--- src/rtl/mux4_rr_arbiter.sv ---
// Round-robin arbiter sharing one 4:1 mux channel between four requesters.
// A grant is held for a whole burst; {s1,s0} drives the downstream mux tree.
module mux4_rr_arbiter #(
    parameter int WIDTH = 8
) (
    input  logic             clk,
    input  logic             rst,
    input  logic [3:0]       req,
    input  logic [3:0]       last,
    input  logic [WIDTH-1:0] i0,
    input  logic [WIDTH-1:0] i1,
    input  logic [WIDTH-1:0] i2,
    input  logic [WIDTH-1:0] i3,
    output logic [3:0]       ack,
    output logic [WIDTH-1:0] out,
    output logic             out_valid,
    output logic             out_last,
    input  logic             out_ready,
    output logic             s0,
    output logic             s1,
    output logic             busy
);

    typedef enum logic {
        IDLE  = 1'b0,
        GRANT = 1'b1
    } state_e;

    state_e           state_q;
    logic [1:0]       sel_q;
    logic [1:0]       ptr_q;

    logic [1:0]       pick;
    logic [WIDTH-1:0] mux_data;
    logic             granted;
    logic             cur_req;
    logic             cur_last;
    logic             beat_acc;
    logic             release_grant;

    function automatic logic [1:0] rr_pick(input logic [3:0] r, input logic [1:0] p);
        logic [1:0] idx;
        logic [1:0] win;
        win = p;
        // Scan from the farthest offset inward so the requester nearest ptr wins.
        for (int i = 3; i >= 0; i--) begin
            idx = p + 2'(i);
            if (r[idx]) win = idx;
        end
        return win;
    endfunction

    always_comb begin
        // NOTE: every signal gets a default first so no path can infer a latch.
        mux_data = i0;
        case (sel_q)
            2'd1:    mux_data = i1;
            2'd2:    mux_data = i2;
            2'd3:    mux_data = i3;
            default: mux_data = i0;
        endcase

        pick      = rr_pick(req, ptr_q);
        granted   = (state_q == GRANT);
        cur_req   = req[sel_q];
        cur_last  = last[sel_q];

        out_valid = granted & cur_req;
        out_last  = out_valid & cur_last;
        out       = granted ? mux_data : '0;
        beat_acc  = out_valid & out_ready;

        ack        = '0;
        ack[sel_q] = beat_acc;

        // Ownership ends on an accepted last beat or when the owner drops its request.
        release_grant = granted & (~cur_req | (beat_acc & cur_last));
    end

    // NOTE: sequential state uses non-blocking assignments only, so every
    // register samples the pre-edge values regardless of statement order.
    always_ff @(posedge clk or posedge rst) begin
        if (rst) begin
            state_q <= IDLE;
            sel_q   <= '0;
            ptr_q   <= '0;
        end else begin
            case (state_q)
                IDLE: begin
                    if (req != '0) begin
                        sel_q   <= pick;
                        state_q <= GRANT;
                    end
                end
                GRANT: begin
                    if (release_grant) begin
                        state_q <= IDLE;
                        ptr_q   <= sel_q + 2'd1;
                    end
                end
                default: state_q <= IDLE;
            endcase
        end
    end

    assign s0   = sel_q[0];
    assign s1   = sel_q[1];
    assign busy = granted;

endmodule

--- config.mk ---
export PLATFORM = sky130hd
export DESIGN_NAME = mux4_rr_arbiter
export DESIGN_NICKNAME = d
export VERILOG_FILES = /design/src/rtl/mux4_rr_arbiter.sv
export SDC_FILE = /design/constraint.sdc
export NUM_CORES = 1
export LEC_CHECK = 0
export CORE_MARGIN = 4
export CORE_UTILIZATION = 32
export CTS_BUF_LIST = sky130_fd_sc_hd__clkbuf_8
export DETAILED_ROUTE_END_ITERATION = 7
export GPL_TIMING_DRIVEN = 0
export PLACE_DENSITY = 0.82
export SETUP_SLACK_MARGIN = 0.5
export SLEW_MARGIN = 15
export SYNTH_ARGS = -nofsm -noshare
export SYNTH_HDL_FRONTEND = slang
export SYNTH_SLANG_ARGS = --single-unit
--- constraint.sdc ---
create_clock -name clk -period 2.78 [get_ports clk]
set_clock_uncertainty 0.1 [all_clocks]
set_input_delay 0.834 -clock clk [delete_from_list [all_inputs] [get_ports clk]]
set_output_delay 0.834 -clock clk [all_outputs]
set_load 0.05 [all_outputs]
After elaboration in Yosys (flattened, before gate mapping)
Index checks and enable logic that the tools add are counted.
- register bits after elaboration: 5
- input bits: 43
- output and inout port bits: 17
- logic and storage cells: 52
- $add $sub $neg: 4
- $lt $le $gt $ge: 6
- eq/ne operators: 3
- muxes and demuxes: 23
- bitwise operators: 9
- reduce and logical (&&, ||, !) cells: 4
- operators by type and width (operator ; count):
    $pmux W8 S3 ; 1
    $lt A2 B3 Y1 const B ; 5
    $bmux W1 S2 ; 6
    $mux W1 ; 9
    $mux W2 ; 4
    $mux W8 ; 1
    $and A1 B1 Y1 ; 5
    $add A2 B1 Y2 const B ; 2
    $add A2 B2 Y2 const B ; 2
    $and A4 B4 Y4 ; 1
    $eq A2 B2 Y1 const B ; 2
    $reduce_and A2 Y1 ; 2
    $reduce_bool A4 Y1 ; 1
    $demux W1 S2 ; 1
    $eq A2 B1 Y1 const B ; 1
    $ge A2 B1 Y1 const B ; 1
    $not A1 Y1 ; 2
    $pmux W1 S2 ; 1
    $logic_and A1 B1 Y1 ; 1
    $or A1 B1 Y1 ; 1

Logic depth before layout (Yosys ltp)
Gate-level depths: netlist of the first run.
- depth in word-level cells: 9
- gate-level depth with buffers: 7
- depth with buffers taken out: 5

Worst setup path after synthesis of the first run
No wires, ideal clock.
- kind: reg2out
- start point: register sel_q[0]
- end point: output out_last
- arrival: 2146 ps
- slack: -300 ps
- stages on the path, launching flop included: 6
- buffers on the path: 1
- cell sequence: dfrtp_1 buf_6 mux4_2 nand2_1 inv_1 and3_1
- cells in the longest elaborated chain, start to end: 4
- RTL lines (what ; line ; text):
    start: declaration ; 30 ; logic [1:0] sel_q;
    start signal: assignment ; 91 ; sel_q <= pick;
    $bmux W1 S2 ; 65 ; cur_req = req[sel_q];
    $mux W1 (not written as such) ; 65 ;
    $and A1 B1 Y1 ; 68 ; out_valid = granted & cur_req;
    via out_valid ; 16 ; output logic out_valid,
    $and A1 B1 Y1 ; 69 ; out_last = out_valid & cur_last;
    end: declaration ; 17 ; output logic out_last,
The timed path passes the listed nets, and every way through them passes these cells. The select of a mux whose other input is x is not followed.

Worst setup path in the final report of the first run
- start point: input req[3]
- end point: output ack[1]
- cells in the longest elaborated chain, start to end: 5
- RTL lines (what ; line ; text):
    start: declaration ; 8 ; input logic [3:0] req,
    $bmux W1 S2 ; 65 ;
    $mux W1 (not written as such) ; 65 ;
    $and A1 B1 Y1 ; 68 ;
    $and A1 B1 Y1 ; 71 ; beat_acc = out_valid & out_ready;
    $and A4 B4 Y4 (no source line) ; -- ;
    end: declaration ; 14 ; output logic [3:0] ack,
Every way passes these cells. The select of a mux whose other input is x is not followed.

==> results.toml, run 1 <==
[outcome]
status = "finished with violations"
failed_checks = "negative setup slack"

[yosys]
yosys_register_bits = 5
post_synthesis_cell_type_count = 25
synth.cell_area_um2 = 668
yosys_warnings = 0
synth.top_cell.area_share_pct = 18.7
yosys_most_used_dff = "sky130_fd_sc_hd__dfrtp_1"
synth_enable_flop_cells = 0
postSynthNetCount = 135
synth_sequential_area_ratio_pct = 18.7
postSynth.asyncResetShare_pct = 100
yosysMostFrequentCell = "sky130_fd_sc_hd__nand2_1"
yosysTopAreaCell = "sky130_fd_sc_hd__dfrtp_1"
synth.top_cells.by_area = "sky130_fd_sc_hd__dfrtp_1, sky130_fd_sc_hd__a222oi_1, sky130_fd_sc_hd__ha_1"
synthCells = 87
avg_inst_size_synth_um2 = 7.68
synthTopCellsByCount = "sky130_fd_sc_hd__nand2_1, sky130_fd_sc_hd__o21ai_0, sky130_fd_sc_hd__a222oi_1, sky130_fd_sc_hd__and2_1, sky130_fd_sc_hd__inv_1"

[sta]
hold_violations = 0
clock.fmax_mhz = 352
period_minus_slack_ps = 2840
finalWorstSetupSlack_ps = -63.2
timing_max_transition_violations_final = 0
slew_headroom_pct = 67.5
actual_slew_at_the_worst_max_slew_pin_ps = 489
min_period_over_period_pct = 102
rsz0062_at_grt = "yes"
setup_viol_count_final = 6

[place]
place_ws_ps = -1090
dpl.hpwl_um = 2120
placed_cells = 173
gp_routability_congestion = 0.781
portBuffers = 59

[pwr]
sequentialPowerShare_pct = 8.7
pwr-share-clk_pct = 6.9
internal-power_uw = 946
irDropWorstVdd_mv = 0.741
p_comb_share_pct = 84.4
p_leak_uw = 0.000750
power_density_cells_mw_per_mm2 = 1160
netSwitchingFraction_pct = 50.0
switching_power_uw = 945

[floorplanning]
std_cell_rows = 16
fp.coreArea_mm2 = 0.00198
io-pin-count = 60
die_y_um = 53.7
dieArea_mm2 = 0.00288
die_width_um = 53.7
initial_utilization_pct = 33.7

[layout]
num-fill-cells = 120
layout-drive-gt1-share_pct = 41.0
layout.area.seq_um2 = 128
multi_input_comb_area_um2 = 552
num_antenna_cells = 0
nets = 215
final_cells = 193
areaGrowthSynthToFinish_pct = 145

[clock_network]
clkTransAtPathRegs_ps = 30
htree_levels = 1
clk_path_buf_depth = 2
cts_sinks = 5
cts_buffers = 3
cts.hold.buffers_added = 0
insertion_delay_ps = 220
cts_root_buffer = "sky130_fd_sc_hd__clkbuf_8"
cts_tree = "done"

[global_route]
grt.busiest_layer = "met2"
gr-usage-all-layers_pct = 19.7
global_route_wire_length_before_repair_um = 4180
global_route.usage.met2_pct = 35.7
globalRouteMet1Util_pct = 21.5
gr-usage-met3_pct = 7.20
largest_net_degree_at_the_start_of_global_routing = 11
globalRouteOverflowTotal = 0
antenna_violations_before_repair = 0
grt_pass1_vias = 995

[drt]
detail_route.wirelength_um = 3050
route.detailed.wl_per_inst_um = 15.8
initialDrtViolationCount = 49
detail-route-antenna-nets = 0
detail_route.vias_per_cell = 5.31
drt_pass1_iterations = 4
drcViolationCount = 0
num_vias = 1025

[worst_setup_path]
path_class = "in2out"
timing.reg2reg.worst_path_depth = 7
timing.critical_path.fanout_max = 6
critical_path_required_ps = 1850
worst_setup_path_start_kind = "input port"
worstPathArrival_ps = 1910
crit_path_end_kind = "output pin"

[worst_hold_path]
min-delay-path-class = "reg2reg"
worstHoldPathCells = 2

[flow_run]
drv.max_cap_violation_count = 0
## layer usage
metal	part of all wire [%]	wire length (µm)	up-vias
met5	0	0	-
met4	0.59	18	0
met3	13	400	2
met2	48	1470	60
met1	38	1160	477
li1	-	-	486
## worst max-delay path, stage by stage
cell,delay [ps]
sky130_fd_sc_hd__buf_8,90
sky130_fd_sc_hd__mux4_2,480
sky130_fd_sc_hd__nand2_2,120
sky130_fd_sc_hd__inv_4,60
sky130_fd_sc_hd__and3_4,180
sky130_fd_sc_hd__buf_8,140
## placed cells by master (no fill, tap or decap), drive strengths merged, types with 2 or more instances in the layout
cell type      Yosys  routed
dlygate4sd2        0      11
nor2               3       3
buf                1      36
o22ai              2       2
and3               5       5
a222oi             8       8
ha                 5       5
clkdlybuf4s50      0      14
nand2             14      14
nand2b             2       2
mux2i              3       3
and2               8       8
o21ai             10      10
clkbuf             5       7
dfrtp              5       5
inv                7       8
clkdlybuf4s15      0      16
## state kept, by name, indices dropped and copies added, names as in the netlist
register,count
busy,1
ptr_q,2
sel_q,2
## cells by family (layout without fill, tap and decap cells)
family	after synthesis	in the layout	share of synthesized area (%)
adder cells (fa/ha/maj)	5	5	9.36
AO/OA/AOI/OAI	26	26	28.8
flip-flops	5	5	18.7
buffers and inverters	13	92	8.43
multiplexers	5	5	10.1
AND/OR/NAND/NOR	33	33	24.5
## path summary, 6_finish.rpt
path	start	endpoint	slack [ps]
max	req[3]	ack[1]	-60
min	ptr_q[0]$_DFFE_PP0P_	ptr_q[0]$_DFFE_PP0P_	500
max reg2reg	sel_q[0]$_DFFE_PP0P_	ptr_q[1]$_DFFE_PP0P_	890
min reg2reg	ptr_q[0]$_DFFE_PP0P_	ptr_q[0]$_DFFE_PP0P_	500
max in group asynchronous	rst	sel_q[1]$_DFFE_PP0P_	1700
min in group asynchronous	rst	busy$_DFF_PP0_	700
## what timing repair did
item                                    4_1_cts  5_1_grt
buffers inserted                             11        4
endpoints found under the setup margin       18       14
gates cloned                                  1        0
resized for setup                           189        6
pin swaps                                    20        6
## cell type report
cell class	instances	share of cell area, %
tap	27	2.06
buffer	6	3.44
multi-input combinational	69	33.7
timing repair buffer	75	48.2
clock inverter	1	0.229
clock buffer	3	2.52
inverter	7	2.06
sequential	5	7.80
## power by group through the flow
| stage | clock [µW] | sequential [µW] | combinational, µW |
|---|---|---|---|
| after detailed placement | 0 | 172 | 1300 |
| after CTS | 132 | 163 | 1540 |
| after global routing | 138 | 171 | 1680 |
| after global placement | 0 | 168 | 1290 |
| final | 130 | 165 | 1600 |
| after floorplan | 0 | 232 | 860 |
## metrics by stage
step                cell area, µm²  utilization (%)  power [µW]  hold WS (ps)  setup TNS, ps
floorplan                      742                -        1090           440           -707
global placement              1370             68.9        1460           473         -11590
detailed placement            1370             68.9        1470           490         -11760
CTS                           1590             80.2        1830           498          -90.1
global route                  1640             82.6        1990           557           -663
finish                        1640             82.6        1890           497           -275
No activity file was read; power rests on OpenSTA's default activity.
==> run 2, diff against run 1 <==
CELL_PAD_IN_SITES_DETAIL_PLACEMENT = 2   (was not set)
CELL_PAD_IN_SITES_GLOBAL_PLACEMENT = 2   (was not set)
CORE_UTILIZATION = 15   (was 32)
PLACE_DENSITY = 0.81   (was 0.82)
==> run 2 against run 1 <==
Compared with the run above:
- the run still ends with negative setup slack left
- non-clock buffer count is 3 higher
- die area rose by 94%
- maximum frequency down 0.25%
- final cell count grew 15%
- worst hold slack better by 0.83 ps
- setup slack worse by 7.2 ps
- final area up 4.5%
- critical path type unchanged
- largest cell class unchanged
==> results.toml, run 2 (same netlist as run 1, synthesis figures left out) <==
[floorplanning]
std_cell_rows = 24
dieArea_mm2 = 0.00559
io-pin-count = 60
initial_utilization_pct = 15.5
fp.coreArea_mm2 = 0.00432
die_y_um = 74.7
die_width_um = 74.7

[drt]
top_layer_used = "met3"
detail-route-antenna-nets = 0
num_vias = 1034
drcViolationCount = 0
detailroute.wirelength.met2_um = 2270
initialDrtViolationCount = 41
drt-met1-wl_um = 1560
detailroute.wirelength.met3_um = 231
drt_pass1_iterations = 5
detail_route.vias_per_cell = 4.68
route.detailed.wl_per_inst_um = 18.4
detail_route.wirelength_um = 4060

[worst_setup_path]
timing.critical_path.fanout_max = 2
path_class = "in2out"
critical_path_required_ps = 1850
worst_setup_path_start_kind = "input port"
worstPathArrival_ps = 1920
crit_path_end_kind = "output pin"

[layout]
num_antenna_cells = 0
layout.cells.most_common_list = "sky130_fd_sc_hd__dlygate4sd2_1, sky130_fd_sc_hd__buf_8, sky130_fd_sc_hd__buf_4"
leading_cell_type_in_the_layout_fill_and_taps_excluded = "sky130_fd_sc_hd__dlygate4sd2_1"
nets = 218
areaGrowthSynthToFinish_pct = 156
utilization_pct = 39.6
layout-drive-gt1-share_pct = 42.0

[global_route]
globalRouteOverflowTotal = 0
grt_pass1_vias = 1205
gr-usage-all-layers_pct = 13.9
largest_net_degree_at_the_start_of_global_routing = 11
antenna_violations_before_repair = 0
global_route_wire_length_before_repair_um = 5880

[pwr]
irDropWorstVdd_mv = 0.457
power_density_cells_mw_per_mm2 = 1180
p_leak_uw = 0.000789

[clock_network]
clk_path_buf_depth = 2
htree_levels = 1
cts_sinks = 5
cts_buffers = 3
clkTransAtPathRegs_ps = 40
cts_root_buffer = "sky130_fd_sc_hd__clkbuf_8"
insertion_delay_ps = 230
cts_tree = "done"
cts.hold.buffers_added = 0

[sta]
slew_headroom_pct = 66.5
rsz0062_at_grt = "yes"
period_minus_slack_ps = 2850
timing_max_transition_violations_final = 0
setup_tns_ps = -316
min_period_over_period_pct = 103
hold_violations = 0
setup_viol_count_final = 7
fin_hold_ws_ps = 498
clock.fmax_mhz = 351
finalWorstSetupSlack_ps = -70.5
actual_slew_at_the_worst_max_slew_pin_ps = 504

[place]
dpl.hpwl_um = 2870
portBuffers = 59
gp_routability_congestion = 0.807

[outcome]
failed_checks = "negative setup slack"
status = "finished with violations"

[worst_hold_path]
min-delay-path-class = "reg2reg"

[flow_run]
drv.max_cap_violation_count = 0
==> run 2: cell count changes in the layout (fill, tap and decap cells not counted), moves of 2 or more <==
cell,before,now
sky130_fd_sc_hd__buf_4,14,16
sky130_fd_sc_hd__buf_6,2,4
sky130_fd_sc_hd__buf_8,19,16
sky130_fd_sc_hd__clkbuf_8,4,6
sky130_fd_sc_hd__clkdlybuf4s15_1,16,2
sky130_fd_sc_hd__dlygate4sd2_1,11,25
==> run 2: metrics by stage <==
step                power (µW)  setup slack [ps]  instances  area (µm²)
floorplan                 1090              -149         87         742
global placement          1490             -1070        198        1400
detailed placement        1530             -1100        198        1400
CTS                       1980             -42.7        216        1660
global route              2140              -128        221        1710
finish                    2020             -70.5        221        1710
==> run 2: final cells by class <==
cell class | instances | area (µm²)
Sequential cell | 5 | 128
Buffer | 6 | 75.1
Fill cell | 482 | 2610
Tap cell | 52 | 65.1
Clock buffer | 3 | 41.3
Multi-Input combinational cell | 69 | 557
Timing Repair Buffer | 78 | 807
Clock inverter | 1 | 3.75
Inverter | 7 | 33.8
==> run 2: path summary, 6_finish.rpt <==
path	start	endpoint	slack, ps	cells after the start
min in group asynchronous	rst	busy$_DFF_PP0_	720	2
max in group asynchronous	rst	sel_q[0]$_DFFE_PP0P_	1670	2
hold / removal	ptr_q[0]$_DFFE_PP0P_	ptr_q[0]$_DFFE_PP0P_	500	2
setup / recovery	last[2]	out_last	-70	5
hold reg to reg	ptr_q[0]$_DFFE_PP0P_	ptr_q[0]$_DFFE_PP0P_	500	2
setup reg to reg	sel_q[0]$_DFFE_PP0P_	ptr_q[1]$_DFFE_PP0P_	750	7
==> run 2: worst max-delay path, stage by stage <==
cell                              delay [ps]
sky130_fd_sc_hd__clkdlybuf4s50_1         430
sky130_fd_sc_hd__mux2i_1                 230
sky130_fd_sc_hd__nand2_1                 100
sky130_fd_sc_hd__and3_4                  180
sky130_fd_sc_hd__buf_6                   140
==> run 2: layer usage <==
metal,track usage (%),vias to the layer above
li1,-,490
met1,14.4,499
met2,29.2,45
met3,3.07,0
met4,0.593,0
met5,0,-
==> run 2: what timing repair did <==
action	4_1_cts	5_1_grt
gates resized for setup	178	5
endpoints found under the setup margin	18	15
pin swaps	17	7
setup buffers	13	5
gates cloned	1	0
==> run 2: where the power goes <==
part	internal, µW	switching [µW]	leakage, µW
sequential	113	59.7	0.0000566
combinational	807	899	0.000706
clock	95.1	40.7	0.0000269
total	1020	1000	0.000789
